--- src/rtl/dbg_cmd_tx_pkg.sv ---
// Shared constants and state encoding for the debug-governor command initiator.
package dbg_cmd_tx_pkg;

    localparam int          REG_ADDR_WIDTH  = 4;
    localparam logic [3:0]  COMMIT_REG_ADDR = 4'hF;
    localparam int          GAP_CNT_WIDTH   = 8;

    // Governor register indices decoded downstream
    localparam logic [3:0]  DROP_CNT      = 4'd0;
    localparam logic [3:0]  LOG_CNT       = 4'd1;
    localparam logic [3:0]  INJ_TDATA     = 4'd2;
    localparam logic [3:0]  INJ_TVALID    = 4'd3;
    localparam logic [3:0]  INJ_TLAST     = 4'd4;
    localparam logic [3:0]  INJ_TKEEP     = 4'd5;
    localparam logic [3:0]  INJ_TDEST     = 4'd6;
    localparam logic [3:0]  INJ_TID       = 4'd7;
    localparam logic [3:0]  KEEP_PAUSING  = 4'd8;
    localparam logic [3:0]  KEEP_LOGGING  = 4'd9;
    localparam logic [3:0]  KEEP_DROPPING = 4'd10;

    typedef enum logic [1:0] {
        ST_IDLE = 2'd0,
        ST_ADDR = 2'd1,
        ST_DATA = 2'd2,
        ST_GAP  = 2'd3
    } state_e;

endpackage

--- src/rtl/dbg_gap_timer.sv ---
// Inter-command idle timer: loadable down-counter, done when it reaches zero.
module dbg_gap_timer #(
    parameter int W = 8
) (
    input  logic         clk,
    input  logic         rst_n,
    input  logic         load_i,
    input  logic [W-1:0] load_val_i,
    output logic         done_o
);

    logic [W-1:0] cnt_q, cnt_d;

    // Load takes priority; otherwise count down and hold at zero.
    always_comb begin
        cnt_d = cnt_q;
        if (load_i) begin
            cnt_d = load_val_i;
        end else if (cnt_q != '0) begin
            cnt_d = cnt_q - 1'b1;
        end
    end

    // Counter register.
    always_ff @(posedge clk or negedge rst_n) begin
        if (!rst_n) begin
            cnt_q <= '0;
        end else begin
            cnt_q <= cnt_d;
        end
    end

    assign done_o = (cnt_q == '0);

endmodule

--- src/rtl/dbg_cmd_tx.sv ---
// Head-of-chain command initiator: serialises write/commit requests into
// address+data or single commit flits. All outputs are registered.
//
// state   | meaning
// --------+-----------------------------------------------------------
// IDLE    | ready for a request; TVALID low
// ADDR    | address or commit flit on the bus for one cycle
// DATA    | data flit on the bus for one cycle (writes only)
// GAP     | enforced idle spacing after a command; TVALID low
module dbg_cmd_tx
    import dbg_cmd_tx_pkg::*;
#(
    parameter int DATA_WIDTH = 32,
    parameter int ADDR_WIDTH = 10,
    parameter int GAP_CYCLES = 0,
    parameter int CNT_SIZE   = 16
) (
    input  logic                      clk,
    input  logic                      rst,
    input  logic [ADDR_WIDTH-1:0]     req_core_addr,
    input  logic [REG_ADDR_WIDTH-1:0] req_reg_addr,
    input  logic [DATA_WIDTH-1:0]     req_data,
    input  logic                      req_commit,
    input  logic                      req_TVALID,
    output logic                      req_TREADY,
    output logic [DATA_WIDTH-1:0]     cmd_out_TDATA,
    output logic                      cmd_out_TVALID,
    output logic                      busy,
    output logic                      bad_addr,
    output logic [CNT_SIZE-1:0]       cmd_cnt
);

    localparam logic [GAP_CNT_WIDTH-1:0] GAP_LOAD =
        (GAP_CYCLES > 0) ? GAP_CNT_WIDTH'(GAP_CYCLES - 1) : '0;

    state_e                  state_q, state_d;
    logic                    tready_q, tready_d;
    logic                    tvalid_q, tvalid_d;
    logic [DATA_WIDTH-1:0]   tdata_q, tdata_d;
    logic                    busy_q, busy_d;
    logic                    bad_q, bad_d;
    logic [CNT_SIZE-1:0]     cnt_q, cnt_d;
    logic [DATA_WIDTH-1:0]   data_q, data_d;
    logic                    commit_q, commit_d;
    logic                    gap_load;
    logic                    gap_done;
    logic                    accept;
    logic                    is_commit;

    // TREADY is only ever high in IDLE, so it alone qualifies an accept.
    assign accept    = tready_q && req_TVALID && (state_q == ST_IDLE);
    // A write to the commit index would be decoded as a commit downstream anyway.
    assign is_commit = req_commit || (req_reg_addr == COMMIT_REG_ADDR);

    dbg_gap_timer #(
        .W(GAP_CNT_WIDTH)
    ) u_gap_timer (
        .clk       (clk),
        .rst_n     (rst),
        .load_i    (gap_load),
        .load_val_i(GAP_LOAD),
        .done_o    (gap_done)
    );

    // Next-state and next-output logic; outputs are computed for the next cycle.
    always_comb begin
        state_d  = state_q;
        data_d   = data_q;
        commit_d = commit_q;
        tdata_d  = '0;
        tvalid_d = 1'b0;
        bad_d    = 1'b0;
        cnt_d    = cnt_q;
        gap_load = 1'b0;

        unique case (state_q)
            ST_IDLE: begin
                if (accept) begin
                    state_d  = ST_ADDR;
                    data_d   = req_data;
                    commit_d = is_commit;
                    tvalid_d = 1'b1;
                    tdata_d[ADDR_WIDTH+3:4] = req_core_addr;
                    tdata_d[3:0] = is_commit ? COMMIT_REG_ADDR : req_reg_addr;
                    bad_d    = !req_commit && (req_reg_addr == COMMIT_REG_ADDR);
                    if (is_commit) begin
                        cnt_d = cnt_q + 1'b1;
                    end
                end
            end
            ST_ADDR: begin
                if (commit_q) begin
                    if (GAP_CYCLES == 0) begin
                        state_d = ST_IDLE;
                    end else begin
                        state_d  = ST_GAP;
                        gap_load = 1'b1;
                    end
                end else begin
                    state_d  = ST_DATA;
                    tdata_d  = data_q;
                    tvalid_d = 1'b1;
                    cnt_d    = cnt_q + 1'b1;
                end
            end
            ST_DATA: begin
                if (GAP_CYCLES == 0) begin
                    state_d = ST_IDLE;
                end else begin
                    state_d  = ST_GAP;
                    gap_load = 1'b1;
                end
            end
            ST_GAP: begin
                if (gap_done) begin
                    state_d = ST_IDLE;
                end
            end
            default: begin
                state_d = ST_IDLE;
            end
        endcase

        tready_d = (state_d == ST_IDLE);
        busy_d   = (state_d != ST_IDLE);
    end

    // State and registered outputs; reset aborts any command in flight.
    always_ff @(posedge clk or negedge rst) begin
        if (!rst) begin
            state_q  <= ST_IDLE;
            tready_q <= 1'b0;
            tvalid_q <= 1'b0;
            tdata_q  <= '0;
            busy_q   <= 1'b0;
            bad_q    <= 1'b0;
            cnt_q    <= '0;
            data_q   <= '0;
            commit_q <= 1'b0;
        end else begin
            state_q  <= state_d;
            tready_q <= tready_d;
            tvalid_q <= tvalid_d;
            tdata_q  <= tdata_d;
            busy_q   <= busy_d;
            bad_q    <= bad_d;
            cnt_q    <= cnt_d;
            data_q   <= data_d;
            commit_q <= commit_d;
        end
    end

    assign req_TREADY     = tready_q;
    assign cmd_out_TVALID = tvalid_q;
    assign cmd_out_TDATA  = tdata_q;
    assign busy           = busy_q;
    assign bad_addr       = bad_q;
    assign cmd_cnt        = cnt_q;

endmodule
--- config.mk ---
export PLATFORM = sky130hd
export DESIGN_NAME = dbg_cmd_tx
export DESIGN_NICKNAME = d
export VERILOG_FILES = /design/src/rtl/dbg_cmd_tx_pkg.sv /design/src/rtl/dbg_gap_timer.sv /design/src/rtl/dbg_cmd_tx.sv
export SDC_FILE = /design/constraint.sdc
export NUM_CORES = 1
export LEC_CHECK = 0
export ABC_CLOCK_PERIOD_IN_PS = 3260
export CORE_MARGIN = 3
export CORE_UTILIZATION = 50
export DETAILED_ROUTE_END_ITERATION = 10
export GPL_ROUTABILITY_DRIVEN = 0
export PLACE_DENSITY = 0.83
export SYNTH_ARGS = -nofsm -noshare
export SYNTH_HDL_FRONTEND = slang
export SYNTH_SLANG_ARGS = --single-unit
--- constraint.sdc ---
create_clock -name clk -period 3.26 [get_ports clk]
set_clock_uncertainty 0.2 [all_clocks]
set_input_delay 0.326 -clock clk [delete_from_list [all_inputs] [get_ports clk]]
set_output_delay 0.326 -clock clk [all_outputs]
set_load 0.01 [all_outputs]
==> run metrics, run 1 <==
Synth async-reset ratio=100%; gr ovfl total=0; Flop pwr share=47.7%; endpoint of the most critical register-to-register path=cmd_cnt[11]; detailed-route DRC error count=0; switching pwr=1160 uW; Die Height=91.7 um; global-route track usage on met1=25.5%; total of hold buffers inserted after clock tree synthesis=1; Setup TNS Final=0 ns; setup repair after global routing missed its margin=false; Worst Path Max Fanout=16; post-CTS setup buffers=0; antenna cells=0; category of the most critical setup path=register to register; I/O Buffers=101; number of buffers created by CTS=9; flip-flop and latch count after synthesis=95; multi-input combinational cell area=0.00125 sq mm; io pins=102; reg2reg setup slack=1.11 ns; number of failing hold endpoints at the final stage=0; Hold Crit Start=cmd_cnt[15]; first drt pass iteration count=4; number of instances in the synthesized netlist=331; estimated wirelength of the detail-placed design=5.37 mm; Die Footprint=0.00842 sq mm; routed wire length=7.85 mm; Int Pwr=2410 uW; met3 GRT Util=4.59%; transition time at the pin with the least slew margin=0.755 ns; Post-Syn Area=0.00368 sq mm; slowest CP cell=sky130_fd_sc_hd__a2bb2oi_2; initial antenna violation count=0; number of violations reported at the end of detailed-routing iteration 0=113; number of global-route vias before repair=2,739; cell area after placement=0.00480 sq mm; Max Root-Sink Buffers=2; clock insertion delay at the later pin of the skew report=0.36 ns; synthesis warning total=0; sequential cell area fraction in the yosys report=64.7%; global-route wire length before repair=13.2 mm; Final ANT Viol Nets=0; max-cap violations=0; post-route cell area=0.00503 sq mm; Hold Path Class=register to register; post-CTS clock slew at the launch and capture registers of the worst setup and hold paths=0.10 ns; CORE AREA=0.00694 sq mm; start point of the critical path=state_q[1]; Post-Syn Area per Cell=11.1 sq um; status=finished clean; critical-path cell list=and4bb_2, a2bb2oi_2, nor4b_1, xor2_1; final standard cell utilization of the core=72.5%; P per Cell Area=710 mW/mm^2; Nets=490; kind of end point of the critical path=register; count of unique library cells instantiated by Yosys=34; Vias=2,664; R2R cell count=4; overall global routing resource usage=20.0%; min Tclk post-route=2.15 ns; leakage=0.00242 uW; detail-routed net length per standard cell=14.6 um; final total power=3570 uW; primary flip-flop cell chosen by synthesis mapping=sky130_fd_sc_hd__dfrtp_1; ratio of final minimum period to clock period=66.0%; switch share=32.5%; count of flip-flops with a built-in enable after synthesis=0; most used routing layer=met2; Combinational Power Share=29.2%; CTS tree=done; category of the worst setup path launch point=register; capture point of the worst path=cmd_cnt[11]; post-DR vias/cell=4.95; total of endpoints with negative setup slack in the final report=0; maximum VDD drop=0.403 mV; largest net degree at the start of global routing=63; root buf cell=sky130_fd_sc_hd__clkbuf_8; Reg2Reg Launch Point=state_q[1]; Synth top cells by count=sky130_fd_sc_hd__nand2_1, sky130_fd_sc_hd__dfrtp_1, sky130_fd_sc_hd__and2_1; endpoint required time on the critical path=3.35 ns; share of total power in the clock network=23.2%; sequential cell area in the final layout=0.00238 sq mm; largest cells by area after synthesis=sky130_fd_sc_hd__dfrtp_1, sky130_fd_sc_hd__nand2_1, sky130_fd_sc_hd__and2_1, sky130_fd_sc_hd__xnor2_1, sky130_fd_sc_hd__a22o_1; most frequent cell after synthesis=sky130_fd_sc_hd__nand2_1; post_cts resized=0; Max Clock Freq=465 MHz; normalized max-slew margin=49.6%; # rows=30; number of sinks on the clock net=95; cell taking the most area after synthesis=sky130_fd_sc_hd__dfrtp_1; Synth Net Count=384; area overhead of the layout relative to synthesis=36.9%; final count of pins violating max slew=0; fraction of post-synthesis cell area in the top cell type by area=64.7%; floorplan die width=91.7 um; share of layout cells above drive strength 1=7.24%; largest incremental delay on the critical path=0.51 ns; grt met2 use=32.7%; final-layout fill cell count=474; H-tree levels=3; Initial Utilization=52.9%; data arrival time of the worst path=2.24 ns
## placed cells by master (no fill, tap or decap), drive strengths merged, types with 2 or more instances in the layout
cell,count
and4,2
and2,20
nor3b,2
inv,6
o21bai,2
buf,6
a22o,10
clkbuf,9
xnor2,14
nor3,4
clkdlybuf4s50,100
dfrtp,95
nand3,3
xor2,6
mux2,2
clkinv,2
or3,2
ha,3
and3,5
nand4,9
nor4b,3
nand2,112
nor2,8
o21ai,5
## registers in the layout, summed over array words and instances, names as in the netlist
| signal | count |
|---|---|
| u_gap_timer.cnt_q | 8 |
| data_q | 32 |
| state_q | 2 |
| commit_q | 1 |
| cmd_cnt | 16 |
| req_TREADY | 1 |
| cmd_out_TVALID | 1 |
| busy | 1 |
| cmd_out_TDATA | 32 |
| bad_addr | 1 |
## worst max-delay path: cells and delay by family (launching register included)
| kind | cells | cell delay [ns] |
|---|---|---|
| compound gates | 1 | 0.51 |
| xor+xnor | 1 | 0.18 |
| flops | 1 | 0.46 |
| simple gates | 2 | 0.72 |
## metrics by stage
stage	hold slack, ns	instances	setup slack (ns)
floorplan	-0.170	331	1.30
global placement	0.248	521	0.918
detailed placement	0.248	521	0.844
CTS	0.262	538	1.12
global route	0.270	538	0.919
finish	0.272	538	1.11
## metal layers
metal | vias up | wire length (um)
met1 | 1262 | 3380
met3 | 16 | 454
met5 | - | 0
met2 | 86 | 3810
met4 | 0 | 206
li1 | 1300 | -
## layout make-up
type	instances	share of cell area, %
multi-input combinational	222	24.9
sequential	95	47.2
tap	96	2.39
clock buffer	9	2.46
clock inverter	7	1.94
timing repair buffer	107	21.0
inverter	2	0.149
## worst min-delay path by stage
stage                        endpoint  slack (ns)  depth (start not counted)
after floorplan              bad_addr       -0.17                          0
after global placement    cmd_cnt[10]        0.25                          1
after detailed placement  cmd_cnt[11]        0.25                          1
after CTS                  data_q[19]        0.26                          3
after global routing        data_q[5]        0.27                          3
final                     cmd_cnt[15]        0.27                          1
## power groups by stage
stage	clock [uW]	sequential [uW]	combinational (uW)
final	829	1700	1040
after global routing	911	1750	1160
after CTS	850	1700	1060
after detailed placement	0	1720	1050
after global placement	0	1710	1010
after floorplan	0	1750	499
## kinds of logic (layout without fill, tap and decap cells)
family / Yosys count / after routing / share of synthesized area (%)
AND/OR/NAND/NOR: 174 / 174 / 22.6
flip-flops: 95 / 95 / 64.7
multiplexers: 3 / 3 / 0.885
AO/OA/AOI/OAI: 22 / 22 / 4.63
adder cells (fa/ha/maj): 3 / 3 / 1.02
buffers and inverters: 14 / 125 / 1.46
XOR/XNOR: 20 / 20 / 4.77
Power figures use the tool's default switching activity.
==> inputs of run 2 (changes only) <==
--- a/config.mk
+++ b/config.mk
@@ -5,12 +5,12 @@
 export SDC_FILE = /design/constraint.sdc
 export NUM_CORES = 1
 export LEC_CHECK = 0
-export ABC_CLOCK_PERIOD_IN_PS = 3260
+export ABC_CLOCK_PERIOD_IN_PS = 2200
 export CORE_MARGIN = 3
-export CORE_UTILIZATION = 50
+export CORE_UTILIZATION = 48
 export DETAILED_ROUTE_END_ITERATION = 10
 export GPL_ROUTABILITY_DRIVEN = 0
-export PLACE_DENSITY = 0.83
+export PLACE_DENSITY = 0.8
 export SYNTH_ARGS = -nofsm -noshare
 export SYNTH_HDL_FRONTEND = slang
 export SYNTH_SLANG_ARGS = --single-unit
==> constraint.sdc (replaced) <==
create_clock -name clk -period 2.2 [get_ports clk]
set_clock_uncertainty 0.2 [all_clocks]
set_input_delay 0.22 -clock clk [delete_from_list [all_inputs] [get_ports clk]]
set_output_delay 0.22 -clock clk [all_outputs]
set_load 0.01 [all_outputs]
==> run 2 against run 1 <==
- flip-flop and latch count unchanged
- core utilization fell by 3.5 points
- design area up 0.45%
- via count is 2.8% higher
- fmax rose by 5.8%
- largest power group unchanged
- highest routed layer unchanged
==> run metrics, run 2 (synthesis gave the netlist of run 1 again) <==
root buf cell=sky130_fd_sc_hd__clkbuf_8; R2R cell count=4; overall global routing resource usage=18.9%; data arrival time of the worst path=2.11 ns; number of global-route vias before repair=2,767; Nets=494; endpoint required time on the critical path=2.28 ns; Setup TNS Final=0 ns; category of the most critical setup path=register to register; slowest CP cell=sky130_fd_sc_hd__dfrtp_1; largest net degree at the start of global routing=42; Worst Path Max Fanout=4; estimated wirelength of the detail-placed design=5.50 mm; post_cts resized=0; kind of end point of the critical path=register; Vias=2,738; io pins=102; area overhead of the layout relative to synthesis=37.5%; I/O Buffers=101; max-cap violations=0; grt met2 use=31.4%; maximum VDD drop=0.479 mV; Hold Path Class=input port to async pin; post-CTS clock slew at the launch and capture registers of the worst setup and hold paths=0.10 ns; # rows=31; number of failing hold endpoints at the final stage=0; global-route wire length before repair=12.9 mm; reg2reg setup slack=0.17 ns; detailed-route DRC error count=0; critical-path cell list=or3_1, or3_4, or3b_4, a31oi_1; cell area after placement=0.00486 sq mm; Die Height=93.5 um; number of sinks on the clock net=95; post-route cell area=0.00506 sq mm; normalized max-slew margin=64.5%; gr ovfl total=0; setup repair after global routing missed its margin=false; global-route track usage on met1=24.0%; transition time at the pin with the least slew margin=0.533 ns; status=finished clean; most common library cell in the layout ignoring fill and taps=sky130_fd_sc_hd__nand2_1; post-layout instance count excluding filler cells=545; Max Root-Sink Buffers=2; final count of pins violating max slew=0; total of endpoints with negative setup slack in the final report=0; H-tree levels=3; number of gates on the worst path with buffers counted=4; Buf+Inv Stages, Crit Path=0; antenna cells=0; first drt pass iteration count=4; initial antenna violation count=0; routed wire length=7.81 mm; detail-routed net length per standard cell=14.3 um; post-DR vias/cell=5.02; commonest cells after routing, fill and taps aside=sky130_fd_sc_hd__nand2_1, sky130_fd_sc_hd__clkdlybuf4s50_1, sky130_fd_sc_hd__dfrtp_1; P per Cell Area=1020 mW/mm^2; number of buffers created by CTS=9; ratio of final minimum period to clock period=92.4%; kind of cell adding the most delay to the critical path=simple AND/OR/NAND/NOR gates; category of the worst setup path launch point=register; floorplan die width=93.5 um; met3 GRT Util=3.86%; post-CTS setup buffers=0; number of violations reported at the end of detailed-routing iteration 0=113; Max Clock Freq=492 MHz; CORE AREA=0.00733 sq mm; clock insertion delay at the later pin of the skew report=0.36 ns; number of placed cells counting well taps=528; Initial Utilization=50.1%; most used routing layer=met2; largest incremental delay on the critical path=0.42 ns; min Tclk post-route=2.03 ns; leakage=0.00243 uW; share of layout cells above drive strength 1=8.07%; final standard cell utilization of the core=69.0%; CTS tree=done; Die Footprint=0.00874 sq mm; Final ANT Viol Nets=0
-- run 2: layer usage --
layer	vias to the layer above	wire (um)
li1	1308	-
met1	1360	3310
met2	58	4020
met3	12	348
met4	0	129
met5	-	0
-- run 2: worst paths after layout --
| kind | start | to |
|---|---|---|
| max in group asynchronous | rst | cmd_out_TDATA[1] |
| worst max-delay path | u_gap_timer.cnt_q[4] | req_TREADY |
| worst min register to register | cmd_cnt[15] | cmd_cnt[15] |
| min in group clk | req_data[22] | data_q[22] |
| worst min-delay path | rst | data_q[10] |
| worst max register to register | u_gap_timer.cnt_q[4] | req_TREADY |
-- run 2: cell type report --
cell class	instances	area, sq um
clock buffer	9	124
clock inverter	7	61.3
fill	540	2270
inverter	2	7.51
multi-input combinational	222	1250
sequential	95	2380
tap	99	124
timing repair buffer	111	1110
-- run 2: worst reg2reg max path, delay by kind of cell (launching register included) --
family | cells | cell delay, ns
compound gates | 1 | 0.17
flops | 1 | 0.42
simple gates | 3 | 1.16
-- run 2: what timing repair did --
action | CTS | global route
setup endpoints to repair | 0 | 0
hold buffers | 1 | 0
hold endpoints to repair | 39 | 0
-- run 2: power by group --
part	switching, uW	internal (uW)
Sequential	277	2240
Combinational	782	798
Clock	634	434
-- run 2: per-stage QoR --
| stage | setup slack (ns) | total power (uW) | hold WS, ns |
|---|---|---|---|
| final | 0.167 | 5170 | 0.180 |
| after global routing | 0.0752 | 5510 | 0.174 |
| after CTS | 0.152 | 5220 | 0.160 |
| after detailed placement | 0.163 | 4140 | 0.0302 |
| after global placement | 0.196 | 4060 | 0.0382 |
| after floorplan | 0.238 | 3330 | -0.276 |
==> inputs of run 3 (changes only) <==
--- a/config.mk
+++ b/config.mk
@@ -6,7 +6,6 @@
 export NUM_CORES = 1
 export LEC_CHECK = 0
 export ABC_CLOCK_PERIOD_IN_PS = 2200
-export CORE_MARGIN = 3
 export CORE_UTILIZATION = 48
 export DETAILED_ROUTE_END_ITERATION = 10
 export GPL_ROUTABILITY_DRIVEN = 0
==> run 3 against run 2 <==
- combinational power hardly changed
- total power down 0.55%
- hold slack got worse by 0.0046 ns
- count of clock-buffer cells in the layout increased by 1
- worst setup slack worse by 0.048 ns
- cell count increased by 0.37%
- first-iteration DRC count grew 14%
- critical path type unchanged
- largest cell class unchanged
==> run metrics, run 3 (synthesis gave the netlist of run 1 again) <==
largest incremental delay on the critical path=0.43 ns; Reg2Reg Launch Point=u_gap_timer.cnt_q[4]; post-layout instance count excluding filler cells=547; Die Height=89.5 um; number of sinks on the clock net=95; clock insertion delay at the later pin of the skew report=0.35 ns; max-cap violations=0; category of the most critical setup path=register to register; endpoint of the most critical register-to-register path=state_q[0]; overall global routing resource usage=20.2%; estimated wirelength of the detail-placed design=5.26 mm; data arrival time of the worst path=2.10 ns; Worst Path Max Fanout=9; Initial Utilization=50.1%; global-route wire length before repair=12.0 mm; root buf cell=sky130_fd_sc_hd__clkbuf_8; kind of end point of the critical path=register; detail-routed net length per standard cell=13.9 um; CTS tree=done; transition time at the pin with the least slew margin=0.585 ns; Max Clock Freq=480 MHz; pre-CTS setup slack=0.107 ns; area overhead of the layout relative to synthesis=37.5%; initial antenna violation count=0; number of violations reported at the end of detailed-routing iteration 0=129; endpoint required time on the critical path=2.22 ns; total of endpoints with negative setup slack in the final report=0; number of cells traversed by the worst hold path=3; ratio of final minimum period to clock period=94.6%; Hold Path Class=input port to register; endpoint of the worst hold path=data_q[6]; io pins=102; min Tclk post-route=2.08 ns; Combinational Power Share=30.6%; setup repair after global routing missed its margin=false; routed wire length=7.59 mm; number of global-route vias before repair=2,590; I/O Buffers=101; final worst setup slack=0.118 ns; P per Cell Area=1020 mW/mm^2; Vias=2,683; Max Root-Sink Buffers=2; Setup TNS Final=0 ns; multi-input combinational cell area=0.00125 sq mm; number of buffers created by CTS=9; first drt pass iteration count=4; share of layout cells above drive strength 1=8.26%; leakage=0.00242 uW; largest net degree at the start of global routing=47; Nets=496; final-layout fill cell count=528; cell area after placement=0.00486 sq mm; R2R cell count=4; post-route cell area=0.00505 sq mm; floorplan die width=89.5 um; # rows=31; switch share=32.4%; post-DR vias/cell=4.90; critical-path cell list=or3_1, or3_4, nor3b_4, o21ai_0; most common library cell in the layout ignoring fill and taps=sky130_fd_sc_hd__nand2_1; antenna cells=0; final count of pins violating max slew=0; Hold Crit Start=req_data[6]; Final ANT Viol Nets=0; status=finished clean; share of total power in the clock network=20.5%; maximum VDD drop=0.592 mV; sequential cell area in the final layout=0.00238 sq mm; Int Pwr=3480 uW; Die Footprint=0.00801 sq mm; H-tree levels=3; normalized max-slew margin=61.0%; CORE AREA=0.00733 sq mm; post-CTS clock slew at the launch and capture registers of the worst setup and hold paths=0.10 ns; detailed-route DRC error count=0; category of the worst setup path launch point=register; Flop pwr share=49.0%; number of failing hold endpoints at the final stage=0; gr ovfl total=0; slowest CP cell=sky130_fd_sc_hd__dfrtp_1; number of placed cells counting well taps=530; switching pwr=1660 uW; post-CTS setup buffers=0; commonest cells after routing, fill and taps aside=sky130_fd_sc_hd__nand2_1, sky130_fd_sc_hd__clkdlybuf4s50_1, sky130_fd_sc_hd__dfrtp_1; reg2reg setup slack=0.12 ns
==> run 3: cell type report <==
class	count	share of cell area, %
tap	99	2.45
multi-input combinational	222	24.8
clock buffer	10	2.52
inverter	2	0.149
timing repair buffer	113	22.0
clock inverter	6	1.06
sequential	95	47.0
==> run 3: what timing repair did <==
action / 4_1_cts / 5_1_grt
endpoints found under the setup margin: 0 / 0
hold buffers: 1 / 0
resized for setup: 0 / 0
hold endpoints to repair: 44 / 0
==> run 3: power by group through the flow <==
stage	registers [uW]	logic [uW]	clock network (uW)
after floorplan	2590	739	0
after global placement	2530	1540	0
after detailed placement	2560	1580	0
after CTS	2520	1590	1080
after global routing	2580	1760	1150
final	2520	1570	1050
==> run 3: critical path, delay by kind of cell, from the launching register on <==
family	cells	cell delay [ns]
flip-flops	1	0.43
AO/OA/AOI/OAI	1	0.15
AND/OR/NAND/NOR	3	1.17
==> run 3: worst max path at each step <==
stage | endpoint | start | cells past startpoint | slack, ns
after CTS | state_q[0] | u_gap_timer.cnt_q[4] | 4 | 0.13
after floorplan | u_gap_timer.cnt_q[1] | u_gap_timer.cnt_q[4] | 4 | 0.24
final | state_q[0] | u_gap_timer.cnt_q[4] | 4 | 0.12
after global placement | cmd_cnt[3] | req_TVALID | 6 | 0.16
after global routing | state_q[0] | u_gap_timer.cnt_q[4] | 4 | 0.04
after detailed placement | cmd_cnt[15] | req_TVALID | 5 | 0.11
==> run 3: metal layers <==
layer,GRT usage (%),share of wire [%],vias up
li1,-,-,1306
met1,25.4,44,1300
met2,33.7,51,67
met3,4.16,4.0,10
met4,9.52,1.5,0
met5,0,0,-
==> run 3: metrics by stage <==
stage / hold WS, ns / util (%) / power, uW
2_1_floorplan: -0.276 / - / 3330
3_3_place_gp: 0.0612 / 66.3 / 4070
3_5_place_dp: 0.0605 / 66.3 / 4140
4_1_cts: 0.160 / 69.0 / 5200
5_1_grt: 0.153 / 69.0 / 5490
6_report: 0.175 / 69.0 / 5140
==> edit 1 (flow settings as in run 3) <==
Set the package constant `GAP_CNT_WIDTH` to 9 (it was 8).
--- a/src/rtl/dbg_cmd_tx_pkg.sv
+++ b/src/rtl/dbg_cmd_tx_pkg.sv
@@ -3,7 +3,7 @@
 
     localparam int          REG_ADDR_WIDTH  = 4;
     localparam logic [3:0]  COMMIT_REG_ADDR = 4'hF;
-    localparam int          GAP_CNT_WIDTH   = 8;
+    localparam int          GAP_CNT_WIDTH   = 9;
 
     // Governor register indices decoded downstream
     localparam logic [3:0]  DROP_CNT      = 4'd0;
Check against the original RTL: same outputs for any inputs over 10 cycles, from zero or initial values and one cycle with rst low; that may be too few to reach the edited logic, so the function may still have changed.
==> edit 1 against run 3 <==
Total power up 7.6%; wire length increased by 4.0%; sequential power up 3%; worst setup slack better by 0.18 ns; sequential cell count up 1; cell area up 0.87%; sequential share of layout area increased by 0.087 points; maximum frequency increased by 9.2%; first-iteration DRC count decreased by 16%; area after synthesis is 0.75% higher.
==> edit 1: results (changes against run 3) <==
Outcome
  • Status: completed

Detailed routing
  • Initial DRC Count: 109 (-16%)
  • Avg WL per Cell: 14.27 um (+2.8%)
  • DR vias/cell: 5.038 (+2.7%)

Final layout
  • Number of inserted diodes: 0 (unchanged)
  • Fin nets: 501 (+1.0%)
  • Layout cells sized above 1: 0.07269 (-0.009902)
  • Fillers: 540 (+2.3%)

Global route
  • Number of global-route vias before repair: 2823 (+9.0%)
  • Tot GR Track Use: 0.2119 (+0.009723)
  • Largest net degree at the start of global routing: 52 (+11%)
  • First-pass GRT wire length: 13.41 mm (+12%)

Synth
  • YS warnings: 0 (unchanged)
  • Synth top cells by count: 117 x nand2_1, 96 x dfrtp_1, 18 x and2_1
  • Synth Net Count: 392 (+2.1%)
  • Area contributors post-synth: dfrtp_1 65%, nand2_1 12%, xor2_1 3.1%
  • Seq/Total Area, Yosys: 0.6486 (+0.001950)
  • Synth cell types: 37 (+8.8%)

Placed design
  • DP HPWL: 5.360 mm (+1.9%)
  • Port bufs: 101 (unchanged)

Clock network
  • Worst-Skew Late Latency: 0.36 ns

Hold path
  • Hold Crit Class: in -> async

Power and ir drop
  • Worst vdd ir: 0.0005740 V (-3.1%)
  • Lkg Pwr: 0.002490 uW (+2.8%)

Critical path
  • WP data arrival: 1.95 ns (-0.15 ns)
  • Reg2Reg Setup Slack: 0.29 ns (+0.18 ns)
  • Worst-path fanout max: 4 (-5)
  • R2R cell count: 5 (+1)

STA
  • Normalized max-slew margin: 0.7451 (+0.1351)
  • Hold WS: 0.1095 ns (-0.06585 ns)
==> edit 1: final timing paths <==
| path | endpoint | from |
|---|---|---|
| setup / recovery | u_gap_timer.cnt_q[6]$_DFFE_PN0N_ | u_gap_timer.cnt_q[0]$_DFFE_PN0N_ |
| hold / removal | cmd_out_TDATA[18]$_DFF_PN0_ | rst |
| setup reg to reg | u_gap_timer.cnt_q[6]$_DFFE_PN0N_ | u_gap_timer.cnt_q[0]$_DFFE_PN0N_ |
| hold reg to reg | data_q[15]$_DFFE_PN0P_ | data_q[15]$_DFFE_PN0P_ |
| max in group asynchronous | cmd_out_TDATA[0]$_DFF_PN0_ | rst |
| min in group clk | data_q[7]$_DFFE_PN0P_ | req_data[7] |
==> edit 1: critical path: stages, from the launching register on <==
cell,delay (ns)
dfrtp_1,0.40
inv_1,0.09
ha_1,0.21
or3b_1,0.41
nor3_1,0.17
mux2_1,0.33
==> edit 1: logic make-up (layout without fill, tap and decap cells) <==
family | Yosys count | after routing | share of synthesized area
and+or+nand+nor | 181 | 181 | 0.2287
adders and majority gates | 2 | 2 | 0.006756
muxes | 3 | 3 | 0.008783
AOI/OAI and AO/OA | 21 | 21 | 0.04257
xor gates and xnor gates | 19 | 19 | 0.04493
buffers and inverters | 18 | 132 | 0.01959
DFF | 96 | 96 | 0.6486
==> edit 1: through the flow <==
stage,power (uW),area [um^2],std cells,setup slack [ns]
after floorplan,3455,3704,340,0.4060
after global placement,4274,4871,536,0.2177
after detailed placement,4357,4871,536,0.1762
after CTS,5566,5094,553,0.2534
after global routing,5863,5099,553,0.1658
final,5527,5099,553,0.2943
==> edit 1: power breakdown <==
part           internal (uW)  total (uW)  switching, uW
combinational            860        1730            865
sequential              2300        2590            293
clock                    573        1210            640
==> edit 1: cell type report <==
| type | count | area, um^2 | area share |
|---|---|---|---|
| repair buffers | 110 | 1104 | 0.2164 |
| inverters | 6 | 22.52 | 0.004417 |
| flip-flops and latches | 96 | 2402 | 0.4712 |
| multi-input cells | 226 | 1234 | 0.2420 |
| clock inverters | 6 | 75.07 | 0.01472 |
| clock buffers | 10 | 137.6 | 0.02699 |
| well taps | 99 | 123.9 | 0.02429 |
==> edit 1: routing by layer <==
metal / GRT usage / wire length (um) / vias up
met5: 0 / 0 / -
met4: 0.08607 / 106 / 0
met3: 0.04061 / 329 / 8
met2: 0.3545 / 3983 / 75
met1: 0.2723 / 3474 / 1386
li1: - / - / 1317
==> edit 1: what timing repair did <==
item / 4_1_cts / 5_1_grt
setup endpoints to repair: 0 / 1
hold buffers: 1 / 0
resized for setup: 0 / 1
hold endpoints to repair: 96 / 0
==> edit 2 (settings of run 3) <==
Without the edit above. `tdata_q` and `data_q` no longer have a reset.
--- a/src/rtl/dbg_cmd_tx.sv
+++ b/src/rtl/dbg_cmd_tx.sv
@@ -131,23 +131,24 @@
             state_q  <= ST_IDLE;
             tready_q <= 1'b0;
             tvalid_q <= 1'b0;
-            tdata_q  <= '0;
             busy_q   <= 1'b0;
             bad_q    <= 1'b0;
             cnt_q    <= '0;
-            data_q   <= '0;
             commit_q <= 1'b0;
         end else begin
             state_q  <= state_d;
             tready_q <= tready_d;
             tvalid_q <= tvalid_d;
-            tdata_q  <= tdata_d;
             busy_q   <= busy_d;
             bad_q    <= bad_d;
             cnt_q    <= cnt_d;
-            data_q   <= data_d;
             commit_q <= commit_d;
         end
+    end
+
+    always_ff @(posedge clk) begin
+        tdata_q <= tdata_d;
+        data_q  <= data_d;
     end
 
     assign req_TREADY     = tready_q;
Behaviour: differs if rst is asserted again (counterexample within 4 cycles, from zero or initial values and one cycle with rst low); with rst held inactive, the same outputs for 10 cycles.
==> edit 2 against run 3 <==
The run now ends with DRC left; area after synthesis down 11%; total power shrank 10%; global-route usage shrank 1.4 points; worst setup slack worse by 0.021 ns; maximum frequency is 1.0% lower; sequential cell count did not move; combinational power is 25% lower; cell area decreased by 8.7%; wire length down 19%; critical path type unchanged; critical endpoint is now state_q[1]$_DFF_PN0_; largest power group unchanged.
==> edit 2: results (changes against run 3) <==
Synth
  • Main synth FF type: edfxtp_1
  • EDFF count, synth: 32 (+32)
  • Area contributors post-synth: edfxtp_1 29%, dfrtp_1 24%, dfxtp_1 20%
  • Synth top cells by count: 32 x dfxtp_1, 32 x edfxtp_1, 31 x dfrtp_1
  • Adder-cell share of the synthesized area: 0.01149 (+0.001279)
  • Asr flop ratio synth: 0.3263 (-0.6737)
  • Synth cell types: 35 (+2.9%)
  • Seq/Total Area, Yosys: 0.7277 (+0.08099)
  • Synth Net Count: 278 (-28%)

Floorplanning
  • Num rows: 29 (-6.5%)

Critical path
  • Reg2Reg Setup Slack: 0.1 ns (-0.02 ns)
  • Worst setup endpoint: state_q[1]$_DFF_PN0_
  • WP data arrival: 2.13 ns (+0.03 ns)

Power and ir drop
  • Switching share of power: 0.2747 (-0.04892)
  • Reg power frac: 0.513 (+0.023)
  • Worst vdd ir: 0.0007606 V (+28%)

Global route
  • First-pass GRT wire length: 10.09 mm (-16%)
  • Largest net degree at the start of global routing: 33 (-30%)

Final layout
  • Fin nets: 391 (-21%)

Outcome
  • Failing checks: DRC
  • Status: complete, but fails checks

STA
  • Hold WS: 0.04616 ns (-0.1292 ns)
  • Slew at the pin closest to its max-slew limit: 0.4127 ns (-0.1723 ns)

Placed design
  • DP HPWL: 4.348 mm (-17%)

Hold path
  • Hold Crit Class: in -> async

Clock network
  • Cts hold-fix bufs: 0 (-1)

Detailed routing
  • DR vias/cell: 5.074 (+3.4%)
  • Avg WL per Cell: 14.68 um (+5.7%)
  • Initial DRC Count: 117 (-9.3%)
  • Final routed DRC violation total: 8 (+8)
edit 2: routing by layer:
layer  track usage  vias up  wire (um)
met5             0        -          0
met4        0.1140        0        233
met3       0.06490       20        441
met2        0.2993       78       3040
met1        0.2218     1016       2448
li1              -     1017          -
edit 2: layout make-up:
class                      instances  area [um^2]
clock buffer                      11        152.6
timing repair buffer             108         1076
clock inverter                     5        40.04
multi-input combinational        121        860.8
tap                               77        96.34
sequential                        95         2377
inverter                           3        11.26
fill                             460         1844
edit 2: through the flow:
stage          cell area (um^2)  power, uW  setup slack, ns  std cells
2_1_floorplan              3268       2884           0.1368        225
3_3_place_gp               4422       3546          0.09710        404
3_5_place_dp               4422       3583          0.05200        404
4_1_cts                    4614       4669          0.09396        420
5_1_grt                    4614       4848         0.005749        420
6_report                   4614       4614          0.09698        420
